--- src/rtl/gen_buffer_scan_ctrl.sv ---
// -----------------------------------------------------------------------------
// gen_buffer_scan_ctrl
//
// Read-side sequencer for the single-port history buffer. A start pulse
// latches the buffer fullness N and walks every stored element through the
// buffer's indexed read port. Each element is returned on a valid/ready
// stream, and o_last marks the final one. Reads give way to upstream adds,
// because the buffer accepts only one request per cycle.
//
// Optional feature macro: GEN_BUFFER_SCAN_NEWEST_FIRST_EN
//   undefined : the i-th read uses index i (oldest first)
//   defined   : the i-th read uses index N-1-i (newest first)
//
// Ports
//   clk, rstn     clock, asynchronous active-low reset
//   sw_rst        synchronous reset, same effect as rstn
//   start         scan request pulse (ignored while busy)
//   buf_fullness  number of elements stored in the buffer
//   buf_add_req   upstream add to the buffer this cycle (has priority)
//   buf_o_data    buffer read data, valid 1 clk after rd_elem_req
//   rd_elem_req   buffer read request
//   rd_elem_idx   buffer read index
//   o_valid, o_data, o_last, i_ready   output element stream
//   busy          scan in progress
//   done          one-cycle pulse when the last element has been accepted
// -----------------------------------------------------------------------------
module gen_buffer_scan_ctrl #(
  parameter  int DATA_W      = 8,
  parameter  int DEPTH       = 100,
  parameter  int SIM_DLY     = 1,
  localparam int DEPTH_W     = $clog2(DEPTH + 1),
  localparam int DEPTH_IDX_W = $clog2(DEPTH)
) (
  input  logic                   clk,
  input  logic                   rstn,
  input  logic                   sw_rst,
  input  logic                   start,
  input  logic [DEPTH_W-1:0]     buf_fullness,
  input  logic                   buf_add_req,
  input  logic [DATA_W-1:0]      buf_o_data,
  output logic                   rd_elem_req,
  output logic [DEPTH_IDX_W-1:0] rd_elem_idx,
  output logic                   o_valid,
  output logic [DATA_W-1:0]      o_data,
  output logic                   o_last,
  input  logic                   i_ready,
  output logic                   busy,
  output logic                   done
);

  // SIM_DLY only models register delay in behavioural simulation. The RTL
  // itself carries no delays, so here the value is only sanity-checked.
  if (SIM_DLY < 0) begin : g_sim_dly_check
    $error("SIM_DLY must be non-negative");
  end

  typedef enum logic [1:0] {IDLE, SCAN, DRAIN} state_t;

  state_t            state;
  logic [DEPTH_W-1:0] n_q;        // elements in this scan
  logic [DEPTH_W-1:0] k_q;        // reads issued
  logic [DEPTH_W-1:0] a_q;        // elements accepted downstream
  logic               done_q;

  // Read return tracking and the 2-entry output FIFO
  logic               rd_vld_p1;  // buf_o_data holds a returning element
  logic [DATA_W-1:0]  fifo_mem [2];
  logic               fifo_wp;
  logic               fifo_rp;
  logic [1:0]         fifo_cnt;

  logic [1:0]         occ;
  logic               head_vld;
  logic [DATA_W-1:0]  head_data;
  logic               pop;
  logic               pop_fifo;
  logic               push;
  logic               last_acc;
  logic [DEPTH_IDX_W-1:0] idx_nxt;

  // ---- p0: read issue ------------------------------------------------------
  // The returning element counts against the FIFO, so at most two elements
  // are ever buffered or in flight. That reservation is why the FIFO cannot
  // overflow.
  assign occ = fifo_cnt + {1'b0, rd_vld_p1};

  assign rd_elem_req = (state == SCAN) && (k_q < n_q) && !buf_add_req &&
                       (occ < 2'd2) && !sw_rst;

  // Only the low index bits matter, so the subtraction is done modulo the
  // index width.
`ifdef GEN_BUFFER_SCAN_NEWEST_FIRST_EN
  assign idx_nxt = n_q[DEPTH_IDX_W-1:0] - DEPTH_IDX_W'(1) - k_q[DEPTH_IDX_W-1:0];
`else
  assign idx_nxt = k_q[DEPTH_IDX_W-1:0];
`endif

  assign rd_elem_idx = rd_elem_req ? idx_nxt : '0;

  // ---- p1: read return / output head -----------------------------------------
  // When the FIFO is empty, the returning element bypasses it straight to the
  // output. This lets the first element appear one cycle after its read.
  assign head_vld  = (fifo_cnt != 2'd0) || rd_vld_p1;
  assign head_data = (fifo_cnt != 2'd0) ? fifo_mem[fifo_rp] : buf_o_data;
  assign pop       = head_vld && i_ready;
  assign pop_fifo  = pop && (fifo_cnt != 2'd0);
  assign push      = rd_vld_p1 && !((fifo_cnt == 2'd0) && pop);
  assign last_acc  = pop && o_last;

  assign o_valid = head_vld;
  assign o_data  = head_vld ? head_data : '0;
  assign o_last  = head_vld && (a_q == n_q - DEPTH_W'(1));
  assign busy    = (state != IDLE);
  assign done    = done_q;

  // Control state
  always_ff @(posedge clk or negedge rstn) begin
    if (!rstn) begin
      state     <= IDLE;
      n_q       <= '0;
      k_q       <= '0;
      a_q       <= '0;
      done_q    <= 1'b0;
      rd_vld_p1 <= 1'b0;
      fifo_wp   <= 1'b0;
      fifo_rp   <= 1'b0;
      fifo_cnt  <= 2'd0;
    end else if (sw_rst) begin
      state     <= IDLE;
      n_q       <= '0;
      k_q       <= '0;
      a_q       <= '0;
      done_q    <= 1'b0;
      rd_vld_p1 <= 1'b0;
      fifo_wp   <= 1'b0;
      fifo_rp   <= 1'b0;
      fifo_cnt  <= 2'd0;
    end else begin
      done_q    <= 1'b0;
      rd_vld_p1 <= rd_elem_req;

      if (push)     fifo_wp <= ~fifo_wp;
      if (pop_fifo) fifo_rp <= ~fifo_rp;
      unique case ({push, pop_fifo})
        2'b10:   fifo_cnt <= fifo_cnt + 2'd1;
        2'b01:   fifo_cnt <= fifo_cnt - 2'd1;
        default: fifo_cnt <= fifo_cnt;
      endcase

      if (pop) a_q <= a_q + DEPTH_W'(1);

      unique case (state)
        IDLE: begin
          if (start) begin
            n_q <= buf_fullness;
            k_q <= '0;
            a_q <= '0;
            if (buf_fullness == '0) done_q <= 1'b1;
            else                    state  <= SCAN;
          end
        end
        SCAN: begin
          if (rd_elem_req) begin
            k_q <= k_q + DEPTH_W'(1);
            if (k_q + DEPTH_W'(1) == n_q) state <= DRAIN;
          end
        end
        DRAIN: begin
          if (last_acc) begin
            done_q <= 1'b1;
            state  <= IDLE;
          end
        end
        default: state <= IDLE;
      endcase
    end
  end

  // ---- p2: FIFO storage (data only, no reset needed) ------------------------
  always_ff @(posedge clk) begin
    if (push) fifo_mem[fifo_wp] <= buf_o_data;
  end

endmodule

--- config.mk ---
export PLATFORM = sky130hd
export DESIGN_NAME = gen_buffer_scan_ctrl
export DESIGN_NICKNAME = d
export VERILOG_FILES = /design/src/rtl/gen_buffer_scan_ctrl.sv
export SDC_FILE = /design/constraint.sdc
export NUM_CORES = 1
export LEC_CHECK = 0
export ABC_AREA = 1
export CORE_MARGIN = 4
export CORE_UTILIZATION = 54
export CTS_CLUSTER_SIZE = 25
export DETAILED_ROUTE_END_ITERATION = 8
export MAX_ROUTING_LAYER = met4
export PLACE_DENSITY_LB_ADDON = 0.12
export RECOVER_POWER = 100
export SYNTH_ARGS = -nofsm -noshare
export SYNTH_HDL_FRONTEND = slang
export SYNTH_SLANG_ARGS = --single-unit
--- constraint.sdc ---
create_clock -name clk -period 2.3 [get_ports clk]
set_clock_uncertainty 0.1 [all_clocks]
set_input_delay 0.345 -clock clk [delete_from_list [all_inputs] [get_ports clk]]
set_output_delay 0.345 -clock clk [all_outputs]
set_load 0.005 [all_outputs]
=== Word level (Yosys, flattened, before mapping) ===
Memories as Yosys holds them, arrays and structs flattened.
Cells that the tools add are included.

* Output and inout bits: 20
* Memories kept: 1
* Logic and storage cells: 94
* Memory bits (writable): 16
* Register bits: 29

* $add $sub $neg: 6
* Reduce and logical (&&, ||, !) cells: 28
* Bitwise operators: 2
* Eq/ne operators: 11
* Multiplexer cells: 35
* Order comparisons: 2

{| class="wikitable"
|+ Memories
! name !! words !! width !! rd ports !! clocked after Yosys merged registers in !! wr ports !! RTL line !! text
|-
| fifo_mem || 2 || 8 || 1 || 0 || 1 || 67 || <nowiki>logic [DATA_W-1:0] fifo_mem [2];</nowiki>
|}

{| class="wikitable"
|+ Operators with widths
! kind !! number
|-
| $mux W7 || 11
|-
| $mux W8 || 2
|-
| $add A7 B1 Y7 const B || 2
|-
| $eq A7 B7 Y1 || 2
|-
| $mux W2 || 7
|-
| $pmux W7 S2 || 1
|-
| $ne A3 B3 Y1 const B || 4
|-
| $reduce_bool A2 Y1 || 6
|-
| $mux W1 || 11
|-
| $logic_and A1 B1 Y1 || 10
|-
| $logic_not A7 Y1 || 1
|-
| $lt A7 B7 Y1 || 1
|-
| $sub A7 B1 Y7 const B || 1
|-
| $pmux W2 S3 || 1
|-
| $reduce_bool A3 Y1 || 2
|-
| $reduce_and A5 Y1 || 1
|-
| $eq A2 B1 Y1 const B || 2
|-
| $eq A2 B2 Y1 const B || 2
|-
| $logic_not A2 Y1 || 2
|-
| $pmux W2 S2 || 1
|-
| $logic_not A1 Y1 || 3
|-
| $ne A3 B2 Y1 const B || 1
|-
| $reduce_and A3 Y1 || 1
|-
| $add A2 B1 Y2 || 1
|-
| other kinds (7) || 8
|}

=== Logic depth before layout (Yosys ltp) ===
Gate-level depths: netlist of run 1.

* Depth in word-level cells: 9
* Depth in mapped cells: 15

=== Least setup slack after synthesis of run 1 ===
OpenSTA, ideal clock, no wires.

* Path kind: flip-flop to output port
* From: register n_q[2]
* To: output port rd_elem_idx[0]
* Cell stages (with the launch flop): 13
* Data required time: 1.855 ns
* Buffers on the path: 1
* Slack: 0.280 ns
* Arrival: 1.575 ns
* Path through: dfrtp_1 > inv_2 > ha_1 > a21oi_1 > nand2_1 > nand2_1 > nand2_1 > nand2_1 > nand2_2 > nor2_4 > inv_2 > buf_6 > nor2_1

* Cells in the longest elaborated chain, start to end: 6

{| class="wikitable"
|+ RTL lines
! what !! RTL line !! text
|-
| start: declaration || 60 || <nowiki>logic [DEPTH_W-1:0] n_q;</nowiki>
|-
| start signal: assignment || 155 || <nowiki>n_q <= buf_fullness;</nowiki>
|-
| $lt A7 B7 Y1 || 87 || <nowiki>assign rd_elem_req = (state == SCAN) && (k_q < n_q) && !buf_add_req &&</nowiki>
|-
| $logic_and A1 B1 Y1 (3 in series) || 87 ||
|-
| $logic_and A1 B1 Y1 || 88 || <nowiki>(occ < 2'd2) && !sw_rst;</nowiki>
|-
| net rd_elem_req || 41 || <nowiki>output logic rd_elem_req,</nowiki>
|-
| $mux W7 || 98 || <nowiki>assign rd_elem_idx = rd_elem_req ? idx_nxt : '0;</nowiki>
|-
| end: declaration || 42 || <nowiki>output logic [DEPTH_IDX_W-1:0] rd_elem_idx,</nowiki>
|}

The timed path passes the listed nets, and every way through them passes these cells.

=== Final worst setup path of run 1 ===
* From: register k_q[2] (netlist: idx_nxt[2])
* To: output port rd_elem_idx[3]

* Cells in the longest elaborated chain, start to end: 6

{| class="wikitable"
|+ RTL lines
! what !! RTL line !! text
|-
| start: declaration || 61 || <nowiki>logic [DEPTH_W-1:0] k_q;</nowiki>
|-
| start signal: assignment || 164 || <nowiki>k_q <= k_q + DEPTH_W'(1);</nowiki>
|-
| $lt A7 B7 Y1 || 87 ||
|-
| $logic_and A1 B1 Y1 (3 in series) || 87 ||
|-
| $logic_and A1 B1 Y1 || 88 ||
|-
| $mux W7 || 98 ||
|}

Every way passes these cells.

==> results by group, run 1 <==
Routing
  – Post-route DRC: 0
  – Met3 WL: 423 µm
  – Metal2 WL: 3740 µm
  – Final ANT Viol Nets: 0
  – Highest routed layer: met4
  – Routed WL per cell: ~15 µm
  – DRT met1 WL: 3320 µm
  – Routed wire length: 7670 µm
  – Vias: 2776
  – Vias per cell: 5.36
  – First-pass DRT Iterations: 5
  – Iter 0 DRT Violations: 176

Logic synthesis
  – Synth async-reset ratio: 0.644
  – Syn. warnings: 0
  – Post-Synthesis Cell Area: 2790 µm²
  – Synth Instances: 360
  – Syn_nets: roughly 390
  – Yosys top cell area share: 0.260
  – Seq cells post-synth: 45
  – Synth area leaders: dfrtp_1 26%, edfxtp_1 17%, nand2_1 13%
  – Register area share after synthesis: 0.433
  – Most common cell in the netlist: nand2_1
  – Post-synth EDFFs: 16
  – Dominant cell type by area after synthesis: dfrtp_1
  – Top FF cell, synth: dfrtp_1
  – Post-synth cell types: 34
  – Syn_area_per_cell: between 7 and 8 µm²
  – Synth cell count leaders: 94 x nand2_1, 49 x inv_1, 40 x nand3_1, 33 x nor2_1, 29 x dfrtp_1

Power and ir drop
  – Worst VDD drop: 0.506 mV
  – P_leak: 0.00182 µW
  – Switch Pwr: 1320 µW
  – Power Density: 859 nW/µm²
  – Logic gate share of total power: 0.539
  – Clock power share: 0.154
  – Power, Total: 3270 µW
  – Internal: 1950 µW
  – Seq pwr share: 0.308
  – Switching fraction of total power: 0.405

Setup path
  – Critical Path Fanout Max: 6
  – Register-to-register setup slack: 0.06 ns
  – Reg2reg start: idx_nxt[2]
  – Crit end category: output port
  – Worst setup path category: reg2out
  – Crit path required time: between 1.5 and 2 ns
  – Critical Path AT: 2.04 ns
  – Reg2Reg Depth: 14
  – Reg2reg end: idx_nxt[4]
  – CP Launch Type: flop

STA
  – Fmax: 403 MHz
  – Hold Fails Final Rpt: 0
  – Worst hold slack: 0.445 ns
  – Unrepaired setup endpoints after global routing: true
  – Fin worst setup slack: -0.183 ns
  – Final setup viols: 8
  – Worst slew margin: 0.494
  – Post-layout minimum cycle time: 2.48 ns
  – Worst Tran Pin Value: 0.758 ns
  – Crit share post-route: 1.08
  – Max-slew violation count: 0

Min path
  – Hold/Removal Path Class: reg2reg
  – Hold path startpoint: state[0]
  – WHS Path Cells: 2
  – Worst Hold End: state[0]

Global route
  – GRT Total Usage: 0.262
  – Global route overflow: 0
  – Largest net degree at the start of global routing: 30
  – Initial antenna violation count: 0
  – First-pass GRT wire length: approximately 12000 µm
  – Vias in the first global route: 2673

Die
  – Initial Util: 0.575
  – Row cnt: 25
  – Core area: 4850 µm²
  – Die Ht: about 80 µm
  – Die width: 79.9 µm
  – Top Ports: 41
  – Total die area: 6380 µm²

Run
  – Max-cap viol count: 0

Clock network
  – CTS H-tree lvls: 2
  – CTS Buf Count: 5
  – Clock Latency Late Sink: 0.31 ns
  – Hold_buf cts: 0
  – CTS clk-pin slew, worst paths: 0.08 ns
  – Clock Tree Buf Depth: 2
  – Clock tree from TritonCTS: done
  – CTS root buf: clkbuf_8
  – Clock Sinks: 45

Place
  – Setup WS pre-CTS: -0.127 ns
  – I/O Buffers: 40
  – Dpl hpwl: roughly 5500 µm
  – Post-DP Area: 3510 µm²
  – Placer Congestion: about 0.9

Cells and area
  – Area growth, synth to finish: 36.4%
  – Nets: 481
  – Final core utilization: 0.784
  – Antenna cells: 0
  – Cell area after layout: between 3000 and 4000 µm²
  – Fraction of layout cells with a size suffix above 1: 0.244

Status
  – Outcome: finished, violations left
  – Failing checks: setup timing
-- routing by layer --
metal	up-vias	GRT usage
li1	1360	-
met1	1299	0.337
met2	95	0.428
met3	22	0.0327
met4	0	0.0929
met5	-	-
-- stage by stage --
stage                     TNS (ns)  std cells
after floorplan                  0        360
after global placement      -0.552        498
after detailed placement    -0.756        498
after CTS                  -0.0700        514
after global routing         -2.01        518
final                       -0.969        518
-- worst max-delay path: stages (launching register included) --
cell and delay (ns):
dfrtp_1 0.43, ha_4 0.27, a21oi_2 0.14, nand2_1 0.06
nand2_1 0.05, nand2_1 0.05, nand2_1 0.09, nand2_2 0.08
nor2_4 0.14, clkinv_4 0.10, buf_6 0.14, nor2_1 0.07
buf_2 0.12
-- power by group through the flow --
stage | combinational [µW] | sequential [µW] | clock (µW)
after global placement | 1540 | 1010 | 0
after CTS | 1730 | 1000 | 517
after floorplan | 914 | 1010 | 0
after global routing | 1940 | 1020 | 554
after detailed placement | 1590 | 1010 | 0
final | 1760 | 1010 | 502
-- sequential cells by signal, indices dropped and copies added (netlist names) --
signal	count
a_q	7
done	1
fifo_cnt	2
fifo_mem	16
fifo_rp	1
fifo_wp	1
idx_nxt	7
n_q	7
rd_vld_p1	1
state	2
-- repair_timing --
| item | in CTS | in global routing |
|---|---|---|
| setup buffers | 8 | 7 |
| endpoints found under the setup margin | 17 | 21 |
| pin swaps | 4 | 9 |
| resized for setup | 53 | 21 |
-- cell families after synthesis --
family / count (synthesis) / synth area share
DFF: 45 / 0.433
buffers and inverters: 61 / 0.0884
adders and majority gates: 10 / 0.0449
xor gates and xnor gates: 5 / 0.0157
AOI/OAI and AO/OA: 41 / 0.0992
and+or+nand+nor: 198 / 0.319
-- cell type report --
cell class,instances,area [µm²]
Multi-Input combinational cell,254,1440
Sequential cell,45,1210
Fill cell,346,1050
Timing Repair Buffer,89,768
Inverter,55,211
Tap cell,67,83.8
Clock buffer,5,68.8
Clock inverter,3,21.3
-- placed cells by master (no fill, tap or decap), drive strengths merged, types with 9 or more instances in the layout --
cell and n:
dfrtp 29, o21ai 11, a21oi 10, nor2 41, clkdlybuf4s50 14, dlygate4sd3 9
edfxtp 16, ha 10, inv 55, o211ai 9, buf 55, nand3 43
nand2 100
-- worst max-delay path by stage --
stage,startpoint,end,slack (ns),depth (start not counted)
6_report,idx_nxt[2],rd_elem_idx[3],-0.18,12
5_1_grt,idx_nxt[2],rd_elem_idx[1],-0.30,11
4_1_cts,n_q[2],rd_elem_idx[1],-0.07,12
3_5_place_dp,n_q[4],rd_elem_idx[6],-0.13,10
3_3_place_gp,n_q[1],o_last,-0.09,11
2_1_floorplan,n_q[2],rd_elem_idx[0],0.28,12
Power figures use the tool's default switching activity.
==> inputs of run 2 (changes only) <==
--- a/config.mk
+++ b/config.mk
@@ -13,6 +13,7 @@
 export MAX_ROUTING_LAYER = met4
 export PLACE_DENSITY_LB_ADDON = 0.12
 export RECOVER_POWER = 100
+export SETUP_SLACK_MARGIN = 0.05
 export SYNTH_ARGS = -nofsm -noshare
 export SYNTH_HDL_FRONTEND = slang
 export SYNTH_SLANG_ARGS = --single-unit
==> results by group, run 2 (synthesis gave the netlist of run 1 again) <==
Status
  – Outcome: finished, violations left (unchanged)
  – Failing checks: setup timing (unchanged)

Global route
  – Largest net degree at the start of global routing: 30 (unchanged)
  – Vias in the first global route: 2707 (was 2673)
  – Initial antenna violation count: 0 (unchanged)
  – GRT Total Usage: 0.265 (was 0.262)
  – First-pass GRT wire length: 12600 µm (was 12500 µm)
  – Global route overflow: 0 (unchanged)

STA
  – Final setup viols: 3 (was 8)
  – Worst hold slack: 0.453 ns (was 0.445 ns)
  – Max-slew violation count: 0 (unchanged)
  – Fin worst setup slack: -0.0216 ns (was -0.183 ns)
  – Unrepaired setup endpoints after global routing: true (unchanged)
  – Hold Fails Final Rpt: 0 (unchanged)
  – Worst slew margin: 0.486 (was 0.494)
  – Fmax: 431 MHz (was 403 MHz)
  – Crit share post-route: 1.01 (was 1.08)
  – Post-layout minimum cycle time: 2.32 ns (was 2.48 ns)
  – TNS Setup: -0.0314 ns (was -0.969 ns)
  – Worst Tran Pin Value: 0.771 ns (was 0.758 ns)

Die
  – Initial Util: 0.575 (unchanged)
  – Top Ports: 41 (unchanged)
  – Die Ht: 79.9 µm (unchanged)
  – Total die area: 6380 µm² (unchanged)
  – Die width: 79.9 µm (unchanged)
  – Core area: 4850 µm² (unchanged)
  – Row cnt: 25 (unchanged)

Routing
  – Iter 0 DRT Violations: 248 (was 176)
  – First-pass DRT Iterations: 5 (unchanged)
  – Final ANT Viol Nets: 0 (unchanged)
  – Vias per cell: 5.28 (was 5.36)
  – Post-route DRC: 0 (unchanged)
  – Routed wire length: 7790 µm (was 7670 µm)
  – Vias: 2759 (was 2776)
  – Routed WL per cell: 14.9 µm (was 14.8 µm)

Place
  – Cells after DPL: 498 (unchanged)
  – I/O Buffers: 40 (unchanged)
  – Placer Congestion: 0.901 (unchanged)
  – Post-DP Area: 3510 µm² (unchanged)
  – Dpl hpwl: 5510 µm (unchanged)

Setup path
  – Buf/Inv on CP: 5 (was 3)
  – Worst path max stage delay: 0.42 ns (was 0.43 ns)
  – Most used cell, CP: nand2_1 (unchanged)
  – Crit end category: output port (unchanged)
  – Worst path cell trace: buf_6, ha_1, inv_1, nand3_1, nand2_1, nand2_1, nand2_1, nand2_1, nand2_2, nor2_4, buf_4, buf_6, buf_6 (was ha_4, a21oi_2, nand2_1, nand2_1, nand2_1, nand2_1, nand2_2, nor2_4, clkinv_4, buf_6, nor2_1, buf_2)
  – Critical Path AT: 1.88 ns (was 2.04 ns)
  – Crit path required time: 1.86 ns (about the same)
  – Worst setup path category: reg2out (unchanged)
  – CP Launch Type: flop (unchanged)
  – Slowest cell on crit path: dfrtp_1 (unchanged)
  – Delay-heaviest family, CP: buffers and inverters (was simple AND/OR/NAND/NOR gates)
  – Critical Path Fanout Max: 3 (was 6)

Power and ir drop
  – Switch Pwr: 1360 µW (was 1320 µW)
  – Switching fraction of total power: 0.403 (was 0.405)
  – Internal: 2010 µW (was 1950 µW)
  – Clock power share: 0.149 (was 0.154)
  – Seq pwr share: 0.300 (was 0.308)
  – P_leak: 0.00179 µW (was 0.00182 µW)
  – Power, Total: 3370 µW (was 3270 µW)
  – Logic gate share of total power: 0.551 (was 0.539)
  – Power Density: 878 nW/µm² (was 859 nW/µm²)
  – Worst VDD drop: 0.506 mV (about the same)

Cells and area
  – Antenna cells: 0 (unchanged)
  – Most flops, register: fifo_mem (unchanged)
  – Highest-count cells in the layout ignoring fill and taps: 92 x nand2_1, 46 x inv_1, 45 x buf_4 (was 92 x nand2_1, 46 x inv_1, 43 x buf_4)
  – Most common cell after layout, fill and taps aside: nand2_1 (unchanged)
  – Nets: 486 (was 481)
  – Fraction of layout cells with a size suffix above 1: 0.257 (was 0.244)
  – Non-Filler Instances: 523 (was 518)
  – Area growth, synth to finish: 37.4% (was 36.4%)
  – Cell area after layout: 3830 µm² (was 3800 µm²)
  – Max reg flops: 16 (unchanged)

Min path
  – Hold/Removal Path Class: reg2reg (unchanged)

Clock network
  – CTS clk-pin slew, worst paths: 0.09 ns (was 0.08 ns)
  – Clock tree from TritonCTS: done (unchanged)
  – Clock Sinks: 45 (unchanged)
  – Hold_buf cts: 0 (unchanged)
  – Clock Tree Buf Depth: 2 (unchanged)
  – CTS root buf: clkbuf_8 (unchanged)
  – CTS H-tree lvls: 2 (unchanged)
  – CTS Buf Count: 5 (unchanged)
  – Clock Latency Late Sink: 0.31 ns (about the same)

Run
  – Max-cap viol count: 0 (unchanged)
==> run 2: per-stage QoR <==
step / worst slack, ns / util
finish: -0.0216 / 0.790
global route: -0.132 / 0.790
CTS: 0.00659 / 0.767
detailed placement: -0.127 / 0.724
global placement: -0.0898 / 0.724
floorplan: 0.280 / -
==> run 2: final timing paths <==
| check | endpoint | from | slack (ns) | depth (start not counted) |
|---|---|---|---|---|
| hold reg to reg | state[0] | state[0] | 0.45 | 2 |
| hold / removal | state[0] | state[0] | 0.45 | 2 |
| max in group asynchronous | fifo_cnt[0] | rstn | 1.03 | 2 |
| min in group asynchronous | fifo_rp | rstn | 0.54 | 2 |
| setup reg to reg | idx_nxt[3] | n_q[6] | 0.09 | 14 |
| setup / recovery | rd_elem_req | n_q[0] | -0.02 | 13 |
==> run 2: final cells by class <==
class	instances	area, µm²
clock buffers	5	68.8
clock inverters	3	21.3
fillers	336	1020
inverters	55	210
multi-input cells	254	1450
flip-flops and latches	45	1210
well taps	67	83.8
repair buffers	94	788
==> run 2: worst reg2reg max path: cells and delay by family (launching register included) <==
family | cells | cell delay (ns)
flip-flops | 1 | 0.37
adder cells (fa/ha/maj) | 1 | 0.30
AND/OR/NAND/NOR | 6 | 0.55
buffers and inverters | 5 | 0.58
AO/OA/AOI/OAI | 2 | 0.22
==> run 2: power groups by stage <==
stage / Combinational, µW / Sequential (µW) / Clock (µW)
2_1_floorplan: 914 / 1010 / 0
3_3_place_gp: 1540 / 1010 / 0
3_5_place_dp: 1590 / 1010 / 0
4_1_cts: 1710 / 1000 / 517
5_1_grt: 2040 / 1020 / 553
6_report: 1850 / 1010 / 502
==> run 2: repair_timing <==
action	CTS	global route
endpoints found under the setup margin	17	17
setup buffers	10	7
gates cloned	0	0
resized for setup	66	14
pin swaps	4	3
==> run 2: metal layers <==
layer,up-vias,track usage,part of all wire
met1,1281,0.337,0.44
met2,85,0.439,0.50
met3,16,0.0327,0.048
met5,-,-,0
li1,1377,-,-
met4,0,0.0946,0.019
